`src/rtl/button_mode_controller.sv`:
```
// button_mode_controller: press edges, UP/DOWN auto-repeat and setting-mode FSM for the alarm-clock UI.
module button_mode_controller #(
    parameter int LONG_PRESS_TICKS = 100,
    parameter int REPEAT_TICKS     = 20,
    parameter int TIMEOUT_TICKS    = 3000,
    parameter int CNT_W            = 12
) (
    input  logic       clk,
    input  logic       rst,
    input  logic       btn_mode,
    input  logic       btn_up,
    input  logic       btn_down,
    input  logic       btn_alarm,
    input  logic       btn_snooze,
    input  logic       alarm_ringing,
    output logic [2:0] mode,
    output logic       set_active,
    output logic       inc_pulse,
    output logic       dec_pulse,
    output logic       alarm_en,
    output logic       snooze_pulse,
    output logic       alarm_stop_pulse
);
    typedef enum logic [2:0] {
        NORMAL    = 3'd0,
        SET_T_HR  = 3'd1,
        SET_T_MIN = 3'd2,
        SET_A_HR  = 3'd3,
        SET_A_MIN = 3'd4
    } state_t;
    localparam logic [CNT_W-1:0] LONG_C  = CNT_W'(LONG_PRESS_TICKS);
    localparam logic [CNT_W-1:0] REP_C   = CNT_W'(REPEAT_TICKS);
    localparam logic [CNT_W-1:0] TO_LAST = CNT_W'(TIMEOUT_TICKS - 1);
    localparam logic [CNT_W-1:0] ONE     = CNT_W'(1);
    state_t           mode_q, mode_d;
    logic [4:0]       btn, prev_q, rise;
    logic [CNT_W-1:0] hold_q, hold_d, idle_q, idle_d;
    logic             rep_q, rep_d;
    logic             set_active_q, set_active_d;
    logic             inc_q, inc_d, dec_q, dec_d;
    logic             alarm_en_q, alarm_en_d, snooze_q, snooze_d, stop_q, stop_d;
    logic             in_set, both, auto_p, activity, timeout;
    assign btn  = {btn_snooze, btn_alarm, btn_down, btn_up, btn_mode};
    assign rise = btn & ~prev_q;
    always_comb begin
        in_set   = mode_q inside {SET_T_HR, SET_T_MIN, SET_A_HR, SET_A_MIN};
        both     = btn_up & btn_down;
        // hold_q == 0 means no repeat is armed; it counts from 1 after each pulse
        auto_p   = in_set & ~rise[0] & ~|rise[2:1] & (btn_up ^ btn_down) & (hold_q != '0)
                 & (hold_q == (rep_q ? REP_C : LONG_C));
        activity = |rise | auto_p;
        timeout  = in_set & ~activity & (idle_q == TO_LAST);
        mode_d   = mode_q;
        hold_d   = '0;
        rep_d    = 1'b0;
        idle_d   = '0;
        inc_d    = 1'b0;
        dec_d    = 1'b0;
        if (rise[0])
            mode_d = (mode_q == NORMAL) ? SET_T_HR
                   : (mode_q inside {SET_T_HR, SET_T_MIN, SET_A_HR}) ? state_t'(mode_q + 3'd1)
                   : NORMAL;
        else if (!in_set || timeout)
            mode_d = NORMAL;
        else begin
            idle_d = activity ? '0 : idle_q + ONE;
            if (!both && (rise[1] || rise[2])) begin
                inc_d  = rise[1];
                dec_d  = rise[2];
                hold_d = ONE;
            end else if (auto_p) begin
                inc_d  = btn_up;
                dec_d  = btn_down;
                hold_d = ONE;
                rep_d  = 1'b1;
            end else if (!both && (btn_up || btn_down) && hold_q != '0) begin
                hold_d = hold_q + ONE;
                rep_d  = rep_q;
            end
        end
        set_active_d = mode_d != NORMAL;
        alarm_en_d   = alarm_en_q ^ (rise[3] & ~alarm_ringing);
        stop_d       = rise[3] & alarm_ringing;
        snooze_d     = rise[4] & alarm_ringing;
    end
    always_ff @(posedge clk) begin
        prev_q <= btn;
        if (rst) begin
            mode_q       <= NORMAL;
            hold_q       <= '0;
            idle_q       <= '0;
            rep_q        <= 1'b0;
            set_active_q <= 1'b0;
            inc_q        <= 1'b0;
            dec_q        <= 1'b0;
            alarm_en_q   <= 1'b0;
            snooze_q     <= 1'b0;
            stop_q       <= 1'b0;
        end else begin
            mode_q       <= mode_d;
            hold_q       <= hold_d;
            idle_q       <= idle_d;
            rep_q        <= rep_d;
            set_active_q <= set_active_d;
            inc_q        <= inc_d;
            dec_q        <= dec_d;
            alarm_en_q   <= alarm_en_d;
            snooze_q     <= snooze_d;
            stop_q       <= stop_d;
        end
    end
    assign mode             = mode_q;
    assign set_active       = set_active_q;
    assign inc_pulse        = inc_q;
    assign dec_pulse        = dec_q;
    assign alarm_en         = alarm_en_q;
    assign snooze_pulse     = snooze_q;
    assign alarm_stop_pulse = stop_q;
endmodule

```
`config.mk`:
```
export PLATFORM = sky130hd
export DESIGN_NAME = button_mode_controller
export DESIGN_NICKNAME = d
export VERILOG_FILES = /design/src/rtl/button_mode_controller.sv
export SDC_FILE = /design/constraint.sdc
export NUM_CORES = 1
export LEC_CHECK = 0
export ABC_AREA = 1
export BUFFER_PORTS_ARGS = -buffer_cell sky130_fd_sc_hd__buf_4
export CAP_MARGIN = 40
export CORE_ASPECT_RATIO = 0.75
export CORE_UTILIZATION = 35
export CTS_BUF_LIST = sky130_fd_sc_hd__clkbuf_4 sky130_fd_sc_hd__clkbuf_8
export DETAILED_ROUTE_END_ITERATION = 8
export PLACE_DENSITY = 0.53
export SLEW_MARGIN = 5
export SYNTH_ARGS = -nofsm -noshare
export SYNTH_HDL_FRONTEND = slang
export SYNTH_SLANG_ARGS = --single-unit
```
`constraint.sdc`:
```
create_clock -name clk -period 3.6 [get_ports clk]
set_input_delay 0.54 -clock clk [delete_from_list [all_inputs] [get_ports clk]]
set_output_delay 0.54 -clock clk [all_outputs]
set_load 0.02 [all_outputs]
```
# After elaboration in Yosys (flattened, before gate mapping)

Cells that the tools add are included.

Input port bits: 8
Output and inout bits: 9
Flip-flop bits (word level): 39

Mux-type cells: 14
Reductions and logical operators: 20
$add $sub $neg: 3
Equality and inequality tests: 7
Bitwise gates (word level): 20

Operator list:

| kind                                          | number |
|---|---|
| adder 12 x 1 -> 12 bit, second input constant | 2 |
| == test 12 bit, second input constant         | 1 |
| == test 12 x 7 -> 1 bit                       | 1 |
| 2-to-1 mux 3 bit                              | 4 |
| nonzero test 12 bit                           | 1 |
| bitwise AND 1 bit                             | 11 |
| 2-to-1 mux 1 bit                              | 9 |
| OR reduction 4 bit                            | 2 |
| 2-to-1 mux 7 bit                              | 1 |
| == test 3 x 2 -> 1 bit, second input constant | 2 |
| nonzero test 3 bit                            | 2 |
| OR reduction 6 bit                            | 1 |
| bitwise AND 5 bit                             | 1 |
| inverter 5 bit                                | 1 |
| OR reduction 5 bit                            | 1 |
| inverter 1 bit                                | 4 |
| nonzero test 4 bit                            | 1 |
| adder 3 x 1 -> 3 bit, second input constant   | 1 |
| == test 3 x 1 -> 1 bit, second input constant | 1 |
| == test 3 bit, second input constant          | 1 |
| logical AND 1 bit                             | 3 |
| zero test 1 bit                               | 3 |
| zero test 3 bit                               | 1 |
| logical OR 1 bit                              | 3 |
| 5 further kinds                               | 6 |

# Depth between registers and ports, before layout

Gate-level depths: netlist (run 1).

Depth in word-level cells: 16
Gate-level depth with buffers: 15
Depth with buffers taken out: 14

# Worst setup path after synthesis (run 1)

No wires, ideal clock.

Path kind: register to register
From: reg mode_q[0], in the netlist mode[0]
To: reg hold_q[11]
Slack: 1.757 ns
Cell stages (with the launch flop): 14
Path buffers: 1
Setup time: 0.125 ns
Data arrival time: 1.718 ns
Period minus slack after synthesis: 1.843 ns
Cell sequence: dfxtp_1 -> inv_1 -> ha_1 -> nor2_1 -> a21oi_4 -> nand2_1 -> nor2_2 -> nand2_2 -> nand3_2 -> nand2_2 -> inv_2 -> nand2_2 -> buf_6 -> nor3b_2

Cells in the longest elaborated chain, start to end: 13
Elaborated cells between the ends (all ways): 17
Classes of those cells: eq/ne (4); bitwise (9); reduce/logical (4)

Ends and longest elaborated chain:

| item                                                 | RTL line | text |
|---|---|---|
| from (decl)                                          | 35       | `state_t mode_q, mode_d;` |
| from (signal assigned)                               | 100      | `mode_q <= mode_d;` |
| == test 3 x 1 -> 1 bit, or another cell as far along | 46       | `in_set = mode_q inside {SET_T_HR, SET_T_MIN, SET_A_HR, SET_A_MIN};` |
| nonzero test 4 bit (*)                               | 46       |  |
| bitwise AND 1 bit (4 in a row)                       | 49       | `auto_p = in_set & ~rise[0] & ~\|rise[2:1] & (btn_up ^ btn_down) & (hold_q != '0)` |
| bitwise AND 1 bit                                    | 50       | `& (hold_q == (rep_q ? REP_C : LONG_C));` |
| bitwise OR 1 bit                                     | 51       | `activity = \|rise \| auto_p;` |
| inverter 1 bit                                       | 52       | `timeout = in_set & ~activity & (idle_q == TO_LAST);` |
| bitwise AND 1 bit (2 in a row)                       | 52       |  |
| logical OR 1 bit                                     | 63       | `else if (!in_set \|\| timeout)` |
| OR reduction 6 bit (no line) (*)                     | -        |  |
| to (signal assigned)                                 | 101      | `hold_q <= hold_d;` |
| to (decl)                                            | 37       | `logic [CNT_W-1:0] hold_q, hold_d, idle_q, idle_d;` |

Every way passes the cells marked *; elsewhere a longest branch is shown, timed or not.
A chain may end at the register's enable or synchronous reset.

# Worst setup path after layout (run 1)

From: reg mode_q[0], in the netlist mode[0]
To: reg hold_q[9]

The elaborated chain is that of the path after synthesis.

==> reports/qor.txt, run 1 <==
Vias after detailed routing -> 1523
All-Layer GR Usage -> 14.4%
Tmin final -> 2.12 ns
Clk_lat worst skew -> 0.29 ns
Syn avg cell area -> 7.94 um2
Unrepaired setup endpoints after global routing -> false
GPL Wtd Cong -> 0.868
Asr flop ratio synth -> 0%
Synthesized area -> 2030 um2
Max-slew headroom -> 56.9%
Total nets after synthesis -> 272
Status -> completed
Netlist cell types -> 25
TritonCTS clock tree -> built
Routed WL per cell -> 10.8 um
Worst Tran Pin Value -> 0.645 ns
Initial antenna violation count -> 0
CP peak stage delay -> 0.45 ns
CTS Buf Count -> 5
Critical path capture point type -> flop
Num rows -> 23
Gate Count Post-Synth -> 255
Starting DRC count in detailed routing -> 53
Setup Fix Bufs, Post-CTS -> 0
# DRC -> 0
Yosys top cell area share -> 38.5%
Synth area leader -> dfxtp_1
Pleak -> 0.902 nW
Worst-path maximum fanout -> 11
HP Class -> in -> reg
Slowest cell on crit path -> nand3_1
I/O pin count -> 17
HPWL Detailed -> 2.83 mm
Number of flops mapped to enable cells by yosys -> 0
Crit path required time -> 3.80 ns
Final Max Tran Viols -> 0
Routed vias/inst -> 4.35
ANT cells -> 0
IO buf count -> 16
Initial Util -> 37.0%
CTS Hold Buffers Added -> 0
Register area share after synthesis -> 38.5%
# setup viols final -> 0
1st-pass router iterations -> 4
Clk_skew -> 0.0113 ns
Final Cycle Share -> 59.0%
Arrival time worst endpoint -> 2.33 ns
Die width -> 89.8 um
Most used DFF post-synth -> dfxtp_1
CTS Sinks -> 39
Floorplan core area -> 5470 um2
CP Class -> reg -> reg
Root buf cell -> clkbuf_8
Final #Nets -> 291
YS warnings -> 0
Die height -> 67.9 um
Largest net degree at the start of global routing -> 14
Post-synth top cells -> dfxtp_1, nand2_1, inv_1
Max-Cap Viols -> 0
Final hold violations -> 0
Post-DRT Antenna Nets -> 0
DRT Wirelength -> 3.77 mm
CP Cell Sequence -> inv_1 -> ha_1 -> nor2_1 -> a21oi_4 -> nand2_1 -> nor3_1 -> nand3_1 -> nand3_1 -> nor3b_1
Most frequent CP cell -> nand3_1
Total grt overflow -> 0
Area delta synth->final -> 14.9%
Peak Freq -> 471 MHz
Ranking of synthesized cells by area -> dfxtp_1, xor2_1, nand2_1
Vias in the first global route -> 1454
Overall Power -> 0.000876 W
Die area -> 6100 um2
Most common cell in the netlist -> dfxtp_1
H-tree depth -> 2
CTS max path bufs -> 2
Setup_tns -> 0 ns
Yosys reg bits -> 39
Worst setup SP type -> flop
Fraction of layout cells with a size suffix above 1 -> 22.2%
Clock slew seen by the registers of the worst setup and hold paths -> 0.08 ns
PwrDens -> 376 nW/um2
VDD IR max -> 0.129 mV
PostCTS Resize Cnt -> 0
First-pass GRT wire length -> 6.86 mm
-- layout by cell type (no fill, tap or decap) --
| cell | n |
|---|---|
| dfxtp_1 | 39 |
| nand2_1 | 34 |
| inv_1 | 33 |
| nor2_1 | 29 |
| nand3_1 | 25 |
| buf_4 | 16 |
| xor2_1 | 15 |
| nor2_2 | 13 |
| nor3_1 | 9 |
| ha_1 | 9 |
| xnor2_1 | 8 |
| nor3_2 | 7 |
| clkbuf_8 | 6 |
| inv_2 | 5 |
| nand2_2 | 4 |
| o21ai_0 | 4 |
| nand4_1 | 3 |
| nor3b_2 | 3 |
| a21oi_1 | 3 |
| nand3_2 | 2 |
| nor3b_1 | 2 |
| a21oi_4 | 1 |
| a21oi_2 | 1 |
| nand4_2 | 1 |
| o2111ai_1 | 1 |
| inv_6 | 1 |
| bufinv_16 | 1 |
-- sequential cells by signal, summed over array words and instances, names as in the netlist --
| signal | cells |
|---|---|
| mode | 3 |
| dec_pulse | 1 |
| hold_q | 12 |
| inc_pulse | 1 |
| idle_q | 12 |
| alarm_en | 1 |
| set_active | 1 |
| rep_q | 1 |
| prev_q | 5 |
| alarm_stop_pulse | 1 |
| snooze_pulse | 1 |
-- metal layers --
metal / track usage [%] / vias up / routed length (um)
met4: 5.53 / 0 / 46
li1: - / 841 / -
met3: 3.67 / 4 / 88
met1: 21.5 / 666 / 2280
met2: 19.2 / 12 / 1360
met5: 0 / - / 0
-- critical path, delay by kind of cell, from the launching register on --
family	cells	cell delay, ns
AND/OR/NAND/NOR	6	1.20
flip-flops	1	0.42
adder cells (fa/ha/maj)	1	0.20
buffers and inverters	1	0.11
AO/OA/AOI/OAI	1	0.11
-- cell families (layout without fill, tap and decap cells) --
| kind of cell | after synthesis | count (layout) | share of synthesized area (%) |
|---|---|---|---|
| AND/OR/NAND/NOR | 132 | 132 | 33.9 |
| buffers and inverters | 42 | 62 | 8.65 |
| AO/OA/AOI/OAI | 10 | 10 | 3.40 |
| XOR/XNOR | 23 | 23 | 9.94 |
| flip-flops | 39 | 39 | 38.5 |
| adder cells (fa/ha/maj) | 9 | 9 | 5.56 |
-- layout make-up --
| type | instances | area (um2) |
|---|---|---|
| repair buffers | 16 | 120 |
| flip-flops and latches | 39 | 781 |
| multi-input cells | 174 | 1070 |
| clock buffers | 6 | 82.6 |
| clock inverters | 2 | 38.8 |
| well taps | 75 | 93.8 |
| fillers | 565 | 3140 |
| inverters | 38 | 143 |
-- final timing paths --
kind,to,cells past startpoint,from,slack [ns]
worst max-delay path,hold_q[9]$_SDFF_PP0_,9,mode[0]$_SDFF_PP0_,1.48
worst min-delay path,prev_q[4]$_DFF_P_,1,btn_snooze,0.35
worst max register to register,hold_q[9]$_SDFF_PP0_,9,mode[0]$_SDFF_PP0_,1.48
worst min register to register,idle_q[0]$_SDFF_PP0_,1,idle_q[0]$_SDFF_PP0_,0.47
-- where the power goes --
part	total [W]	internal (W)	switching [W]
registers	0.000439	0.000437	0.00000219
clock network	0.000391	0.000228	0.000163
logic	0.0000455	0.0000163	0.0000292
-- per-stage QoR --
stage	utilization, %	instances	setup WS [ns]	hold slack [ns]	cell area, um2
after global placement	40.4	342	1.39	0.448	2210
final	42.6	350	1.48	0.354	2330
after global routing	42.6	350	1.19	0.340	2330
after detailed placement	40.4	342	1.38	0.452	2210
after CTS	42.6	350	1.44	0.346	2330
after floorplan	-	255	1.76	0.430	2030
Power figures use the tool's default switching activity.
==> inputs of run 2 (changes only) <==
Settings changed: ABC_AREA 1 to 0, PLACE_DENSITY 0.53 to 0.56.
Clock period 3.6 ns to 1.75 ns, I/O delays scaled along.
==> reports/qor.txt, run 2 <==
Arrival time worst endpoint -> 2.05 ns (-0.28 ns)
Critical path capture point type -> flop
CTS Hold Buffers Added -> 0 (unchanged)
First-pass GRT wire length -> 7.07 mm (+3.0%)
CTS Buf Count -> 5 (unchanged)
Netlist cell types -> 40 (+60%)
Die area -> 5670 um2 (-7.1%)
Post-synthesis xor/xnor area fraction -> 9.33% (-0.62 points)
YS warnings -> 0 (unchanged)
Largest net degree at the start of global routing -> 12 (-2)
Post-synth top cells -> dfxtp_1, nor2_1, inv_1, nand3_1, nand2_1
All-Layer GR Usage -> 16.6% (+2.2 points)
CP Class -> reg -> reg
Max-slew headroom -> 69.5% (+13 points)
Num rows -> 22 (-4.3%)
Yosys reg bits -> 39 (unchanged)
CP Cell Sequence -> inv_4 -> ha_4 -> nand2b_4 -> or2b_4 -> nor4b_4 -> buf_4 -> o21bai_4 -> nor2_1
HP Class -> in -> reg
Tmin final -> 1.81 ns (-0.311 ns)
Floorplan core area -> 5040 um2 (-7.9%)
Synthesized area -> 1880 um2 (-7.3%)
Routed WL per cell -> 12.2 um (+13%)
Worst Tran Pin Value -> 0.454 ns (-0.192 ns)
Fraction of layout cells with a size suffix above 1 -> 40.4% (+18 points)
PwrDens -> 600 nW/um2 (+60%)
1st-pass router iterations -> 4 (unchanged)
Most common cell in the netlist -> dfxtp_1
Vias after detailed routing -> 1603 (+5.3%)
TritonCTS clock tree -> built
Failing checks -> negative setup slack
Total nets after synthesis -> 225 (-17%)
Multi-input gate area -> 1230 um2 (+15%)
Placement Setup Slack -> -0.125 ns (-1.51 ns)
Area share of fa/ha/maj cells after synthesis -> 6.00% (+0.44 points)
Sequential cell area -> 791 um2 (+1.3%)
Synth area leader -> dfxtp_1
Crit path required time -> 1.98 ns (-1.82 ns)
Final cell count without fillers -> 339 (-3.1%)
GPL Wtd Cong -> 0.789 (-9.1%)
Die height -> 65.4 um (-3.6%)
Pleak -> 1.02 nW (+13%)
# setup viols final -> 21 (+21)
Vias in the first global route -> 1556 (+7.0%)
Routed vias/inst -> 4.73 (+8.7%)
Max-Cap Viols -> 0 (unchanged)
Commonest non-fill, non-tap cell in the layout -> buf_4
VDD IR max -> 0.469 mV (+260%)
Total grt overflow -> 0 (unchanged)
Mux cell area share after synthesis -> 0% (unchanged)
Setup ws final -> -0.0633 ns (-1.54 ns)
Filler Cell Count -> 471 (-17%)
Most used DFF post-synth -> dfxtp_1
Asr flop ratio synth -> 0% (unchanged)
Die width -> 86.6 um (-3.6%)
Largest family of logic cells by synthesized area -> simple AND/OR/NAND/NOR gates
Number of flops mapped to enable cells by yosys -> 0 (unchanged)
H-tree depth -> 2 (unchanged)
CTS max path bufs -> 2 (unchanged)
Placed insts -> 325 (-5.0%)
# DRC -> 0 (unchanged)
Yosys top cell area share -> 41.6% (+3.0 points)
Final hold violations -> 0 (unchanged)
Final Max Tran Viols -> 0 (unchanged)
Unrepaired setup endpoints after global routing -> true
Slowest cell on crit path -> nor4b_4
Clock slew seen by the registers of the worst setup and hold paths -> 0.07 ns (about the same)
Clk_lat worst skew -> 0.29 ns (about the same)
Post-DRT Antenna Nets -> 0 (unchanged)
CTS Sinks -> 39 (unchanged)
CP peak stage delay -> 0.41 ns (-0.04 ns)
Clk_skew -> 0.00601 ns (-0.00532 ns)
Status -> finished, violations left
IO buf count -> 16 (unchanged)
DRT Wirelength -> 4.13 mm (+9.6%)
Worst-path maximum fanout -> 5 (-6)
Area delta synth->final -> 40.4%
Final Cycle Share -> 104% (+45 points)
Gate Count Post-Synth -> 208 (-18%)
Ranking of synthesized cells by area -> dfxtp_1, ha_1, nor2_1
Post-Synth Simple-Gate Area -> 30.8% (-3.1 points)
Syn avg cell area -> 9.03 um2 (+14%)
Most frequent cells in the layout -> buf_4, dfxtp_1, nor2_1, nor2_2, nand2_1
Complex-gate fraction of the synthesized area -> 8.26% (+4.9 points)
HPWL Detailed -> 3.02 mm (+6.6%)
Register area share after synthesis -> 41.6% (+3.0 points)
Root buf cell -> clkbuf_8
ANT cells -> 0 (unchanged)
Final #Nets -> 283 (-2.7%)
Peak Freq -> 551 MHz (+17%)
Starting DRC count in detailed routing -> 51 (-3.8%)
Worst setup SP type -> flop
I/O pin count -> 17 (unchanged)
Initial Util -> 37.3% (+0.23 points)
Initial antenna violation count -> 0 (unchanged)
Top Registers -> hold_q: 12 flops, idle_q: 12 flops, prev_q: 5 flops
-- run 2: cell count changes in the layout (fill, tap and decap cells not counted), moves of 6 or more --
cell / delta
buf_4: +36
inv_1: -25
nand3_1: -15
nand2_1: -23
nand2b_1: +7
nor3_2: -6
-- run 2: critical path: cells and delay by family, from the launching register on --
kind	cells	cell delay [ns]
flip-flops	1	0.37
AND/OR/NAND/NOR	4	0.91
buffers and inverters	2	0.27
AO/OA/AOI/OAI	1	0.08
adder cells (fa/ha/maj)	1	0.13
-- run 2: report_power, final --
group	switching, W	internal (W)
clock network	0.000297	0.000287
logic	0.0000499	0.0000474
registers	0.00000538	0.000896
-- run 2: cell families after synthesis --
| group | Yosys count |
|---|---|
| compound gates | 24 |
| xor+xnor | 20 |
| fa+ha+maj | 9 |
| buf+inv | 14 |
| flops | 39 |
| simple gates | 102 |
-- run 2: layer usage --
layer,track usage (%),part of all wire [%]
met1,22.8,53
met5,0,0
met3,4.90,3.6
met4,6.67,1.5
met2,24.2,42
-- run 2: final timing paths --
kind	to	cells after the start	slack, ns	startpoint
setup reg to reg	hold_q[9]$_SDFF_PP0_	8	-0.06	mode[0]$_SDFF_PP0_
setup / recovery	hold_q[9]$_SDFF_PP0_	8	-0.06	mode[0]$_SDFF_PP0_
hold reg to reg	alarm_en$_SDFF_PP0_	2	0.49	alarm_en$_SDFF_PP0_
hold / removal	prev_q[3]$_DFF_P_	1	0.09	btn_alarm
-- run 2: through the flow --
step / instance area [um2] / utilization, % / setup TNS (ns) / total power, W / hold slack, ns
after global routing: 2640 / 52.3 / -3.22 / 0.00167 / 0.0731
after CTS: 2530 / 50.3 / -0.358 / 0.00160 / 0.0758
final: 2640 / 52.3 / -0.901 / 0.00158 / 0.0852
after floorplan: 1930 / - / -0.278 / 0.000970 / 0.290
after detailed placement: 2340 / 46.4 / -1.94 / 0.00101 / 0.380
after global placement: 2340 / 46.4 / -1.03 / 0.00101 / 0.377
-- run 2: timing repair --
action,4_1_cts,5_1_grt
pin swaps,8,13
setup endpoints to repair,30,31
resized for setup,18,18
buffers inserted,4,2
gates cloned,1,0
-- run 2: layout make-up --
class	instances	area share [%]
clock buffer	6	2.90
clock inverter	2	0.285
inverter	12	1.90
multi-input combinational	156	46.7
sequential	39	30.0
tap	72	3.42
timing repair buffer	52	14.8
